## config.mk

```make
export PLATFORM = sky130hd
export DESIGN_NAME = bip_datapath
export DESIGN_NICKNAME = d
export VERILOG_FILES = /design/src/rtl/bip_pkg.sv /design/src/rtl/bip_alu.sv /design/src/rtl/bip_datapath.sv
export SDC_FILE = /design/constraint.sdc
export NUM_CORES = 1
export LEC_CHECK = 0
export ABC_AREA = 1
export BUFFER_PORTS_ARGS = -buffer_cell sky130_fd_sc_hd__buf_4
export CAP_MARGIN = 0
export CORE_MARGIN = 2
export CORE_UTILIZATION = 50
export CTS_CLUSTER_SIZE = 40
export DETAILED_ROUTE_END_ITERATION = 16
export PLACE_DENSITY = 0.84
export SETUP_SLACK_MARGIN = 0.02
export SYNTH_ARGS = -nofsm -noshare
export SYNTH_HDL_FRONTEND = slang
export SYNTH_SLANG_ARGS = --single-unit
```

## constraint.sdc

```tcl
create_clock -name i_clock -period 2.7 [get_ports i_clock]
set_clock_uncertainty 0.1 [all_clocks]
set_input_delay 0.27 -clock i_clock [delete_from_list [all_inputs] [get_ports i_clock]]
set_output_delay 0.27 -clock i_clock [all_outputs]
set_load 0.005 [all_outputs]
```

## src/rtl/bip_pkg.sv

```systemverilog
// bip_pkg: shared definitions for the BIP accumulator datapath and the
// instruction decoder that drives it.
//   - Default widths of the accumulator/RAM data and of the operand field.
//   - Encodings of the sel_a / sel_b / operation control fields.
package bip_pkg;

    localparam int NB_DATA_DEF       = 16;
    localparam int NB_OPERAND_DEF    = 11;
    localparam int NB_SELECTOR_A_DEF = 2;

    // Accumulator source select
    typedef enum logic [1:0] {
        SEL_A_RAM  = 2'b00,
        SEL_A_IMM  = 2'b01,
        SEL_A_ALU  = 2'b10,
        SEL_A_HOLD = 2'b11
    } sel_a_e;

    // ALU operand B select
    localparam logic SEL_B_IMM = 1'b0;
    localparam logic SEL_B_RAM = 1'b1;

    // ALU operation
    localparam logic OP_SUB = 1'b0;
    localparam logic OP_ADD = 1'b1;

endpackage

```

## src/rtl/bip_alu.sv

```systemverilog
// bip_alu: combinational add/subtract with signed-overflow detection.
// Ports:
//   i_a         : operand A (accumulator)
//   i_b         : operand B (RAM data or sign-extended immediate)
//   i_operation : OP_ADD = a + b, OP_SUB = a - b (both wrap)
//   o_result    : wrapped result
//   o_overflow  : signed overflow of the selected operation
module bip_alu
    import bip_pkg::*;
#(
    parameter int NB_DATA = NB_DATA_DEF
) (
    input  logic [NB_DATA-1:0] i_a,
    input  logic [NB_DATA-1:0] i_b,
    input  logic               i_operation,
    output logic [NB_DATA-1:0] o_result,
    output logic               o_overflow
);

    logic sign_a;
    logic sign_b;
    logic sign_r;

    always_comb begin
        if (i_operation == OP_ADD) begin
            o_result = i_a + i_b;
        end else begin
            o_result = i_a - i_b;
        end

        sign_a = i_a[NB_DATA-1];
        sign_b = i_b[NB_DATA-1];
        sign_r = o_result[NB_DATA-1];

        // Add overflows when both operands share a sign the result lacks;
        // subtract overflows when operands differ and the result leaves A's sign.
        if (i_operation == OP_ADD) begin
            o_overflow = (sign_a == sign_b) && (sign_r != sign_a);
        end else begin
            o_overflow = (sign_a != sign_b) && (sign_r != sign_a);
        end
    end

endmodule

```

## src/rtl/bip_datapath.sv

```systemverilog
// bip_datapath: accumulator datapath of the BIP processor.
// Ports:
//   i_clock     : system clock, rising edge
//   i_reset     : asynchronous active-low reset
//   i_sel_a     : accumulator source (RAM / immediate / ALU / hold)
//   i_sel_b     : ALU operand B (1 = RAM data, 0 = sign-extended immediate)
//   i_enb_acc   : accumulator write enable (0 holds everything)
//   i_operation : 1 = add, 0 = subtract
//   i_operand   : instruction operand field (immediate or RAM address)
//   i_ram_data  : data-RAM read data (same-cycle read)
//   o_ram_addr  : data-RAM address (combinational from i_operand)
//   o_ram_data  : data-RAM write data (combinational from accumulator)
//   o_acc       : accumulator
//   o_zero      : registered accumulator == 0
//   o_negative  : registered accumulator MSB
//   o_overflow  : registered signed overflow of last ALU write
module bip_datapath
    import bip_pkg::*;
#(
    parameter int NB_DATA       = NB_DATA_DEF,
    parameter int NB_OPERAND    = NB_OPERAND_DEF,
    parameter int NB_SELECTOR_A = NB_SELECTOR_A_DEF
) (
    input  logic                     i_clock,
    input  logic                     i_reset,
    input  logic [NB_SELECTOR_A-1:0] i_sel_a,
    input  logic                     i_sel_b,
    input  logic                     i_enb_acc,
    input  logic                     i_operation,
    input  logic [NB_OPERAND-1:0]    i_operand,
    input  logic [NB_DATA-1:0]       i_ram_data,
    output logic [NB_OPERAND-1:0]    o_ram_addr,
    output logic [NB_DATA-1:0]       o_ram_data,
    output logic [NB_DATA-1:0]       o_acc,
    output logic                     o_zero,
    output logic                     o_negative,
    output logic                     o_overflow
);

    logic [NB_DATA-1:0] acc;
    logic               zero_q;
    logic               negative_q;
    logic               overflow_q;

    logic [NB_DATA-1:0] imm;
    logic [NB_DATA-1:0] operand_b;
    logic [NB_DATA-1:0] alu_result;
    logic               alu_overflow;
    logic [NB_DATA-1:0] acc_next;
    logic               acc_write;
    logic               overflow_next;

    assign imm = {{(NB_DATA-NB_OPERAND){i_operand[NB_OPERAND-1]}}, i_operand};

    // Immediate path never looks at RAM data, so unknown RAM reads stay out.
    assign operand_b = (i_sel_b == SEL_B_RAM) ? i_ram_data : imm;

    bip_alu #(
        .NB_DATA (NB_DATA)
    ) u_alu (
        .i_a         (acc),
        .i_b         (operand_b),
        .i_operation (i_operation),
        .o_result    (alu_result),
        .o_overflow  (alu_overflow)
    );

    always_comb begin
        acc_next      = acc;
        overflow_next = 1'b0;
        acc_write     = 1'b0;
        case (i_sel_a)
            SEL_A_RAM: begin
                acc_next  = i_ram_data;
                acc_write = i_enb_acc;
            end
            SEL_A_IMM: begin
                acc_next  = imm;
                acc_write = i_enb_acc;
            end
            SEL_A_ALU: begin
                acc_next      = alu_result;
                overflow_next = alu_overflow;
                acc_write     = i_enb_acc;
            end
            default: begin
                acc_next  = acc;
                acc_write = 1'b0;
            end
        endcase
    end

    always_ff @(posedge i_clock or negedge i_reset) begin
        if (!i_reset) begin
            acc        <= '0;
            zero_q     <= 1'b1;
            negative_q <= 1'b0;
            overflow_q <= 1'b0;
        end else if (acc_write) begin
            acc        <= acc_next;
            zero_q     <= (acc_next == '0);
            negative_q <= acc_next[NB_DATA-1];
            overflow_q <= overflow_next;
        end
    end

    assign o_ram_addr = i_operand;
    assign o_ram_data = acc;
    assign o_acc      = acc;
    assign o_zero     = zero_q;
    assign o_negative = negative_q;
    assign o_overflow = overflow_q;

endmodule

```

; ---- After elaboration in Yosys (flattened, before gate mapping)
; Index checks and enable logic that the tools add are counted.
[word_totals]
regBits = 19
input_bits = 34
output_inout_bits = 46
wordCells = 22
[classes]
n_addsub = 2
n_eq_ne = 5
n_mux = 6
reduce_logical = 5
[op_table]
columns = op, count
row1 = case mux 16 bit (3 select lines), 1
row2 = 2-to-1 mux 16 bit, 2
row3 = adder 16 bit, 1
row4 = zero test 16 bit, 1
row5 = subtractor 16 bit, 1
row6 = 2-to-1 mux 1 bit, 3
row7 = OR reduction 3 bit, 1
row8 = "== test 2 x 1 -> 1 bit, second input constant", 1
row9 = "== test 2 bit, second input constant", 1
row10 = logical AND 1 bit, 2
row11 = zero test 2 bit, 1
row12 = inequality test 1 bit, 2
row13 = == test 1 bit, 1

; ---- Depth between registers and ports, before layout
; Gate-level depths: netlist of the first run.
[logic_depth]
depth_word = 7
ltp_mapped = 25
depth_no_buf = 25

; ---- Cells and area by module
; From an unflattened synthesis of the first run, not the netlist that was laid out.
[hier_totals]
cells_unflattened = 449
hier_area_um2 = 2780.2
[modules_own_cells]
columns = mod, n_inst, cells_each, area_each_um2, seq_area_each_um2
row1 = bip_datapath, 1, 253, 1559.0, 451.7
row2 = bip_alu, 1, 196, 1221.2, 0.0

; ---- Least setup slack after synthesis of the first run
; OpenSTA, ideal clock, no wires.
[synth_timing]
path_kind = input to register
start = in i_sel_b
end = reg acc[15] (netlist: o_acc[15])
setup_time_ps = 120
t_arrival_ps = 2753
required_ps = 2480
slack_ps = -272
path_stages = 22
n_path_buf = 1
cell_sequence = buf_6 -> o21ai_2 -> ha_1 -> nand2_2 -> nor2_2 -> nand2_1 -> nor3_2 -> nand3_1 -> o31ai_2 -> xnor2_1 -> ha_1 -> nand2_1 -> nor2_1 -> inv_1 -> nor2_1 -> nor2_1 -> nand2_1 -> nand3_1 -> nand3_1 -> nand2_1 -> o21ai_0 -> inv_1
[synth_via]
elab_chain_len = 4
elab_cells_between_ends = 5
cone_classes = add/sub (2) / mux (3)
[synth_lines]
columns = element, line
row1 = "start, declared", bip_datapath.sv:27  ; input logic i_sel_b,
row2 = 2-to-1 mux 16 bit *, bip_datapath.sv:56  ; assign operand_b = (i_sel_b == SEL_B_RAM) ? i_ram_data : imm;
row3 = subtractor 16 bit or adder 16 bit (tied branches), "bip_alu.sv:28, bip_alu.sv:26"
row4 = 2-to-1 mux 16 bit *, bip_alu.sv:25  ; if (i_operation == OP_ADD) begin
row5 = case mux 16 bit (3 select lines) *, bip_datapath.sv:72  ; case (i_sel_a)
row6 = "end signal, assigned", bip_datapath.sv:100  ; acc <= acc_next;
row7 = "end, declared", bip_datapath.sv:40  ; logic [NB_DATA-1:0] acc;
; Every way passes the cells marked *; elsewhere a longest branch is shown, timed or not.
; A chain may end at the register's enable or synchronous reset.

; ---- Worst setup path after layout of the first run
[layout_timing]
start = in i_sel_b
end = reg zero_q (netlist: o_zero)
[layout_via]
elab_chain_len = 5
elab_cells_between_ends = 6
cone_classes = add/sub (2) / mux (3) / reduce/logical (1)
[layout_lines]
columns = element, line
row1 = 2-to-1 mux 16 bit *, bip_datapath.sv:56
row2 = subtractor 16 bit or adder 16 bit (tied branches), "bip_alu.sv:28, bip_alu.sv:26"
row3 = 2-to-1 mux 16 bit *, bip_alu.sv:25
row4 = case mux 16 bit (3 select lines) *, bip_datapath.sv:72
row5 = zero test 16 bit *, bip_datapath.sv:101  ; zero_q <= (acc_next == '0);
row6 = "end signal, assigned", bip_datapath.sv:101
row7 = "end, declared", bip_datapath.sv:41  ; logic zero_q;
; Marked as above.

==> results of run 1 <==
==> registers in the layout, summed over array words and instances, names as in the netlist <==
signal	count
o_overflow	1
o_zero	1
o_acc	16
==> Yosys cell counts (2+ instances only) <==
master / count
xor2_1: 9
buf_4: 29
o21ai_1: 2
o21ai_0: 22
inv_1: 67
xnor2_1: 5
dfrtp_1: 17
a21oi_1: 34
nand3_1: 41
a221oi_1: 2
nand3b_1: 4
nor2_2: 2
o21ai_2: 3
nand2_2: 2
nand4_1: 6
o211ai_1: 3
o31ai_1: 2
clkbuf_1: 5
nor2_1: 44
ha_1: 19
nand2_1: 148
==> cell type report <==
type | count | area, sq um
multi-input cells | 357 | 2597
inverters | 68 | 257.7
repair buffers | 176 | 1393
fillers | 238 | 638.1
flip-flops and latches | 18 | 451.7
clock buffers | 4 | 45.04
well taps | 72 | 90.09
==> critical path, cell delays in order <==
cell and delay, ns:
buf_12 0.12, buf_8 0.12, buf_4 0.16, nand2_1 0.11, nand2_1 0.12, nor2_1 0.18
nand2_1 0.15, o31ai_4 0.27, xnor2_2 0.16, ha_4 0.28, a21o_1 0.27, nand3_1 0.13
nand2_1 0.06, a21oi_1 0.22, nand2_1 0.11, nand2_1 0.09, nand3_2 0.13, a21oi_1 0.21
a21oi_2 0.05, nand2_1 0.06, nand2_1 0.05
==> how the worst max path moves through the flow <==
| stage | start | to | slack [ns] | depth (start not counted) |
|---|---|---|---|---|
| floorplan | i_sel_b | o_acc[15] | -0.23 | 22 |
| global placement | i_sel_b | o_zero | -0.62 | 25 |
| detailed placement | i_sel_b | o_zero | -0.77 | 25 |
| CTS | i_operand[0] | o_zero | -0.29 | 23 |
| global route | i_ram_data[0] | o_zero | -0.60 | 24 |
| finish | i_sel_b | o_zero | -0.53 | 21 |
==> per-layer routing <==
metal  routed length [um]  up-vias
li1                     -     1791
met1                 5163     2024
met2                 6868      528
met3                 2398      220
met4                 1624        0
met5                    0        -
==> stage by stage <==
stage | instance area, sq um | total power, mW | utilization | setup slack (ns)
after global placement | 3750 | 1.673 | 0.6852 | -0.6155
after CTS | 4225 | 2.108 | 0.7721 | -0.2890
after detailed placement | 3750 | 1.715 | 0.6852 | -0.7730
final | 4835 | 2.776 | 0.8834 | -0.5308
after floorplan | 2873 | 1.173 | - | -0.2294
after global routing | 4835 | 2.866 | 0.8834 | -0.5963
==> power groups by stage <==
stage                     clock, mW  combinational (mW)  sequential [mW]
after floorplan                   0               0.790            0.382
after global placement            0                1.28            0.396
after detailed placement          0                1.32            0.399
after CTS                     0.208                1.50            0.404
after global routing          0.216                2.22            0.431
final                         0.209                2.13            0.432
==> logic make-up (layout without fill, tap and decap cells) <==
group           count (synthesis)  count (layout)  synth area share
flops                          18              18            0.1612
compound gates                 71              71            0.1425
fa+ha+maj                      20              20           0.09201
simple gates                  251             251            0.3774
mux                             1               1          0.003573
xor+xnor                       14              14           0.04377
buf+inv                       103             248            0.1795
==> repair_timing <==
action	CTS	global route
endpoints found under the setup margin	11	12
setup buffers	23	13
endpoints found under the hold margin	17	0
hold buffers	1	0
pin swaps	46	50
resized for setup	67	118
==> impl_metrics.env, run 1 <==
export IMPL_crit_type="input pin to flip-flop"
export IMPL_finalHoldViolCount=0
export IMPL_power_frac_comb=0.769
export IMPL_tritoncts="done"
export IMPL_clock_sinks=18
export IMPL_cellPowerDensity_nw_per_um2=574.2
export IMPL_finalSetupTns_ns=-3.427
export IMPL_use_met1=0.4654
export IMPL_synth_cell_types=33
export IMPL_rows=27
export IMPL_busiest_layer="met2"
export IMPL_r2r_end="o_zero"
export IMPL_layout_commonest_cell="buf_4"
export IMPL_p_seq_frac=0.156
export IMPL_core_area_sq_um=5473
export IMPL_end_kind="flip-flop"
export IMPL_crit_fanout=9
export IMPL_place_hpwl_um=7944
export IMPL_hold_end="o_acc[15]"
export IMPL_ys_warn_count=0
export IMPL_period_minus_slack_ns=3.231
export IMPL_die_area_sq_um=6217
export IMPL_grt_pass1_vias=3712
export IMPL_synthToLayoutAreaGrowth_pct=72.58
export IMPL_synth_flop_cell="dfrtp_1"
export IMPL_drt_first_pass_iters=9
export IMPL_avgSynthCellArea_sq_um=5.861
export IMPL_die_y_um=78.85
export IMPL_synthCells=478
export IMPL_final_cell_mix="buf_4, nand2_1, inv_1"
export IMPL_grt_max_degree=25
export IMPL_cts_root_buf="clkbuf_8"
export IMPL_violations="setup timing"
export IMPL_reg2reg_depth=16
export IMPL_clockPowerShare=0.075
export IMPL_rsz0062_at_grt="yes"
export IMPL_insertion_delay_ns=0.26
export IMPL_synth_top_area_cell="nand2_1"
export IMPL_wl_per_cell_um=23.10
export IMPL_switching_power_mw=1.400
export IMPL_dp_cells=654
export IMPL_grt_overflow_total=0
export IMPL_min_path_type="input pin to flip-flop"
export IMPL_nNetsFinal=678
export IMPL_slew_viol_final=0
export IMPL_r2r_start="o_acc[0]"
export IMPL_pin_count=80
export IMPL_clk_pin_slew_ns=0.07
export IMPL_cp_arrival_ns=3.33
export IMPL_relSlewSlack=0.6069
export IMPL_clock_path_buffers=2
export IMPL_crit_path_start_kind="input pin"
export IMPL_grt_util_met2=0.6419
export IMPL_status="complete, but fails checks"
export IMPL_grtUsageMet3=0.04432
export IMPL_seq_area_frac_synth=0.1612
export IMPL_reg2reg_slack_ns=-0.01
export IMPL_gr_usage_all_layers=0.3681
export IMPL_worstHoldStart="i_ram_data[15]"
export IMPL_synth_seq_cells=18
export IMPL_die_w_um=78.85
export IMPL_netlist_area_sq_um=2801
export IMPL_cts_buffers=3
export IMPL_antenna_found_initial=0
export IMPL_p_sw_frac=0.5042
export IMPL_drt_initial_drc_count=657
export IMPL_via_per_inst=6.565
export IMPL_async_flop_share=1.000
export IMPL_hold_depth=5
export IMPL_final_cells=695
export IMPL_cap_violations=0
export IMPL_peakVddDrop_mv=0.3583
export IMPL_start_util=0.5119
export IMPL_num_vias=4563
export IMPL_htreeDepth=1
export IMPL_antenna_cells=0
export IMPL_synthTopCellsByArea="nand2_1, dfrtp_1, inv_1"
export IMPL_final_setup_viol_count=11
export IMPL_whs_ns=0.2858
export IMPL_synth_fp_nets=532
export IMPL_cp_required_ns=2.80
export IMPL_max_freq_ghz=0.3095
export IMPL_p_leak_nw=2.462
export IMPL_port_buffers=79
export IMPL_grt_first_pass_wirelength_um=17950
export IMPL_period_share=1.197
export IMPL_yosys_area_top_type_share=0.1983
export IMPL_layout_drive_gt1_share=0.5040
export IMPL_setup_slack_ns=-0.5308
export IMPL_synth_edf_count=0
export IMPL_gp_congestion=1.005
export IMPL_drc=0
export IMPL_p_int_mw=1.376
export IMPL_worst_slew_pin_slew_ns=0.5874
export IMPL_wirelength_um=16050
export IMPL_ant_nets=0
(Power assumes the default switching activity.)
==> run 2, diff against run 1 <==
- SKIP_CTS_REPAIR_TIMING: default -> 1
==> impl_metrics.env, run 2 (synthesis gave the netlist of run 1 again) <==
export IMPL_status="complete, but fails checks"
export IMPL_violations="setup timing"
export IMPL_core_area_sq_um=5473
export IMPL_htreeDepth=1
export IMPL_place_hpwl_um=7944
export IMPL_layout_drive_gt1_share=0.3655
export IMPL_insertion_delay_ns=0.26
export IMPL_drt_initial_drc_count=315
export IMPL_nNetsFinal=646
export IMPL_clk_pin_slew_ns=0.08
export IMPL_cts_root_buf="clkbuf_8"
export IMPL_die_w_um=78.85
export IMPL_cp_required_ns=2.81
export IMPL_rsz0062_at_grt="yes"
export IMPL_start_util=0.5119
export IMPL_fin_util=0.7460
export IMPL_rows=27
export IMPL_relSlewSlack=0.6702
export IMPL_die_area_sq_um=6217
export IMPL_antenna_cells=0
export IMPL_nFillCells=440
export IMPL_finalHoldViolCount=0
export IMPL_pin_count=80
export IMPL_drt_first_pass_iters=5
export IMPL_grt_first_pass_wirelength_um=15530
export IMPL_cap_violations=0
export IMPL_cts_buffers=3
export IMPL_met2_length_um=5056
export IMPL_wl_per_cell_um=15.56
export IMPL_grt_max_degree=25
export IMPL_wirelength_um=10310
export IMPL_clock_sinks=18
export IMPL_via_per_inst=5.433
export IMPL_dp_cells=654
export IMPL_setup_slack_ns=-0.3109
export IMPL_min_path_type="input pin to flip-flop"
export IMPL_largest_reg_flops=16
export IMPL_antenna_found_initial=0
export IMPL_max_freq_ghz=0.3321
export IMPL_grt_pass1_vias=3313
export IMPL_worst_slew_pin_slew_ns=0.4928
export IMPL_crit_path_start_kind="input pin"
export IMPL_port_buffers=79
export IMPL_cp_arrival_ns=3.12
export IMPL_met3_wirelength_um=800
export IMPL_synthToLayoutAreaGrowth_pct=45.73
export IMPL_cellPowerDensity_nw_per_um2=516.4
export IMPL_period_share=1.115
export IMPL_ant_nets=0
export IMPL_drc=0
export IMPL_tritoncts="done"
export IMPL_slew_viol_final=0
export IMPL_final_setup_viol_count=8
export IMPL_clock_path_buffers=2
export IMPL_top_layer="met4"
export IMPL_peakVddDrop_mv=0.2935
export IMPL_period_minus_slack_ns=3.011
export IMPL_gr_usage_all_layers=0.3142
export IMPL_end_kind="flip-flop"
export IMPL_num_vias=3602
export IMPL_crit_type="input pin to flip-flop"
export IMPL_finalSetupTns_ns=-1.244
export IMPL_final_cells=663
export IMPL_crit_fanout=6
export IMPL_die_y_um=78.85
export IMPL_p_leak_nw=2.210
export IMPL_grt_overflow_total=0
export IMPL_final_cell_mix="buf_4, nand2_1, inv_1"
export IMPL_gp_congestion=1.005
export IMPL_layout_commonest_cell="buf_4"
export IMPL_wl_met1_um=4293
==> run 2: cell types whose count changed in the layout (fill, tap and decap cells not counted), moves of 10 or more <==
| cell | previous run | this run |
|---|---|---|
| ha_4 | 15 | 5 |
| nand2_4 | 11 | 0 |
| ha_1 | 3 | 13 |
| buf_4 | 162 | 140 |
| nor2_1 | 24 | 37 |
| nand2_1 | 113 | 132 |
==> run 2: worst max-delay path, stage by stage <==
cell and delay [ns]:
buf_6 0.12, o21ai_4 0.18, ha_4 0.16, nand2_2 0.06
nor2_4 0.10, nand2_2 0.08, nor3_4 0.21, nand3_2 0.13
o31ai_4 0.24, xnor2_1 0.12, ha_1 0.35, nand2_2 0.09
nor2_2 0.12, inv_1 0.07, nor2_2 0.10, nor2_2 0.06
nand2_2 0.13, nand3_4 0.10, nand3_2 0.09, nand2_2 0.08
a21oi_2 0.12, nand2_1 0.06, nand2_1 0.06
==> run 2: per-stage QoR <==
stage	hold WS (ns)	setup WS, ns	total power, mW	area, sq um
final	0.2951	-0.3109	2.108	4083
after global routing	0.3212	-0.5418	2.262	4083
after CTS	-0.2192	-0.5300	1.926	3795
after detailed placement	0.06130	-0.7730	1.715	3750
after global placement	0.05928	-0.6155	1.673	3750
after floorplan	-0.1256	-0.2294	1.173	2873
==> run 2: layout make-up <==
cell class | instances | area, sq um | share of cell area
multi-input combinational | 357 | 2140 | 0.5241
timing repair buffer | 144 | 1099 | 0.2691
sequential | 18 | 451.7 | 0.1106
inverter | 68 | 257.7 | 0.06313
tap | 72 | 90.09 | 0.02207
clock buffer | 4 | 45.04 | 0.01103
==> run 2: metal layers <==
metal / global-route usage / up-vias
met4: 0.07586 / 0
met3: 0.01932 / 17
met1: 0.4343 / 1687
met2: 0.5385 / 170
met5: 0 / -
li1: - / 1728
==> run 2: final timing paths <==
kind / endpoint / slack [ns] / start / cells after the start
min reg2reg: o_zero / 0.39 / o_zero / 2
max: o_zero / -0.31 / i_sel_b / 23
min: o_acc[3] / 0.30 / i_ram_data[3] / 5
max reg2reg: o_zero / 0.06 / o_acc[0] / 16
max in group asynchronous: o_zero / 1.92 / i_reset / 2
min in group asynchronous: o_acc[14] / 0.31 / i_reset / 2
==> run 2: power by group <==
| part | switching (mW) | internal (mW) | leakage, nW |
|---|---|---|---|
| registers | 0.0851 | 0.317 | 0.216 |
| clock network | 0.107 | 0.105 | 0.0228 |
| logic | 0.802 | 0.692 | 1.97 |
| total | 0.994 | 1.11 | 2.21 |
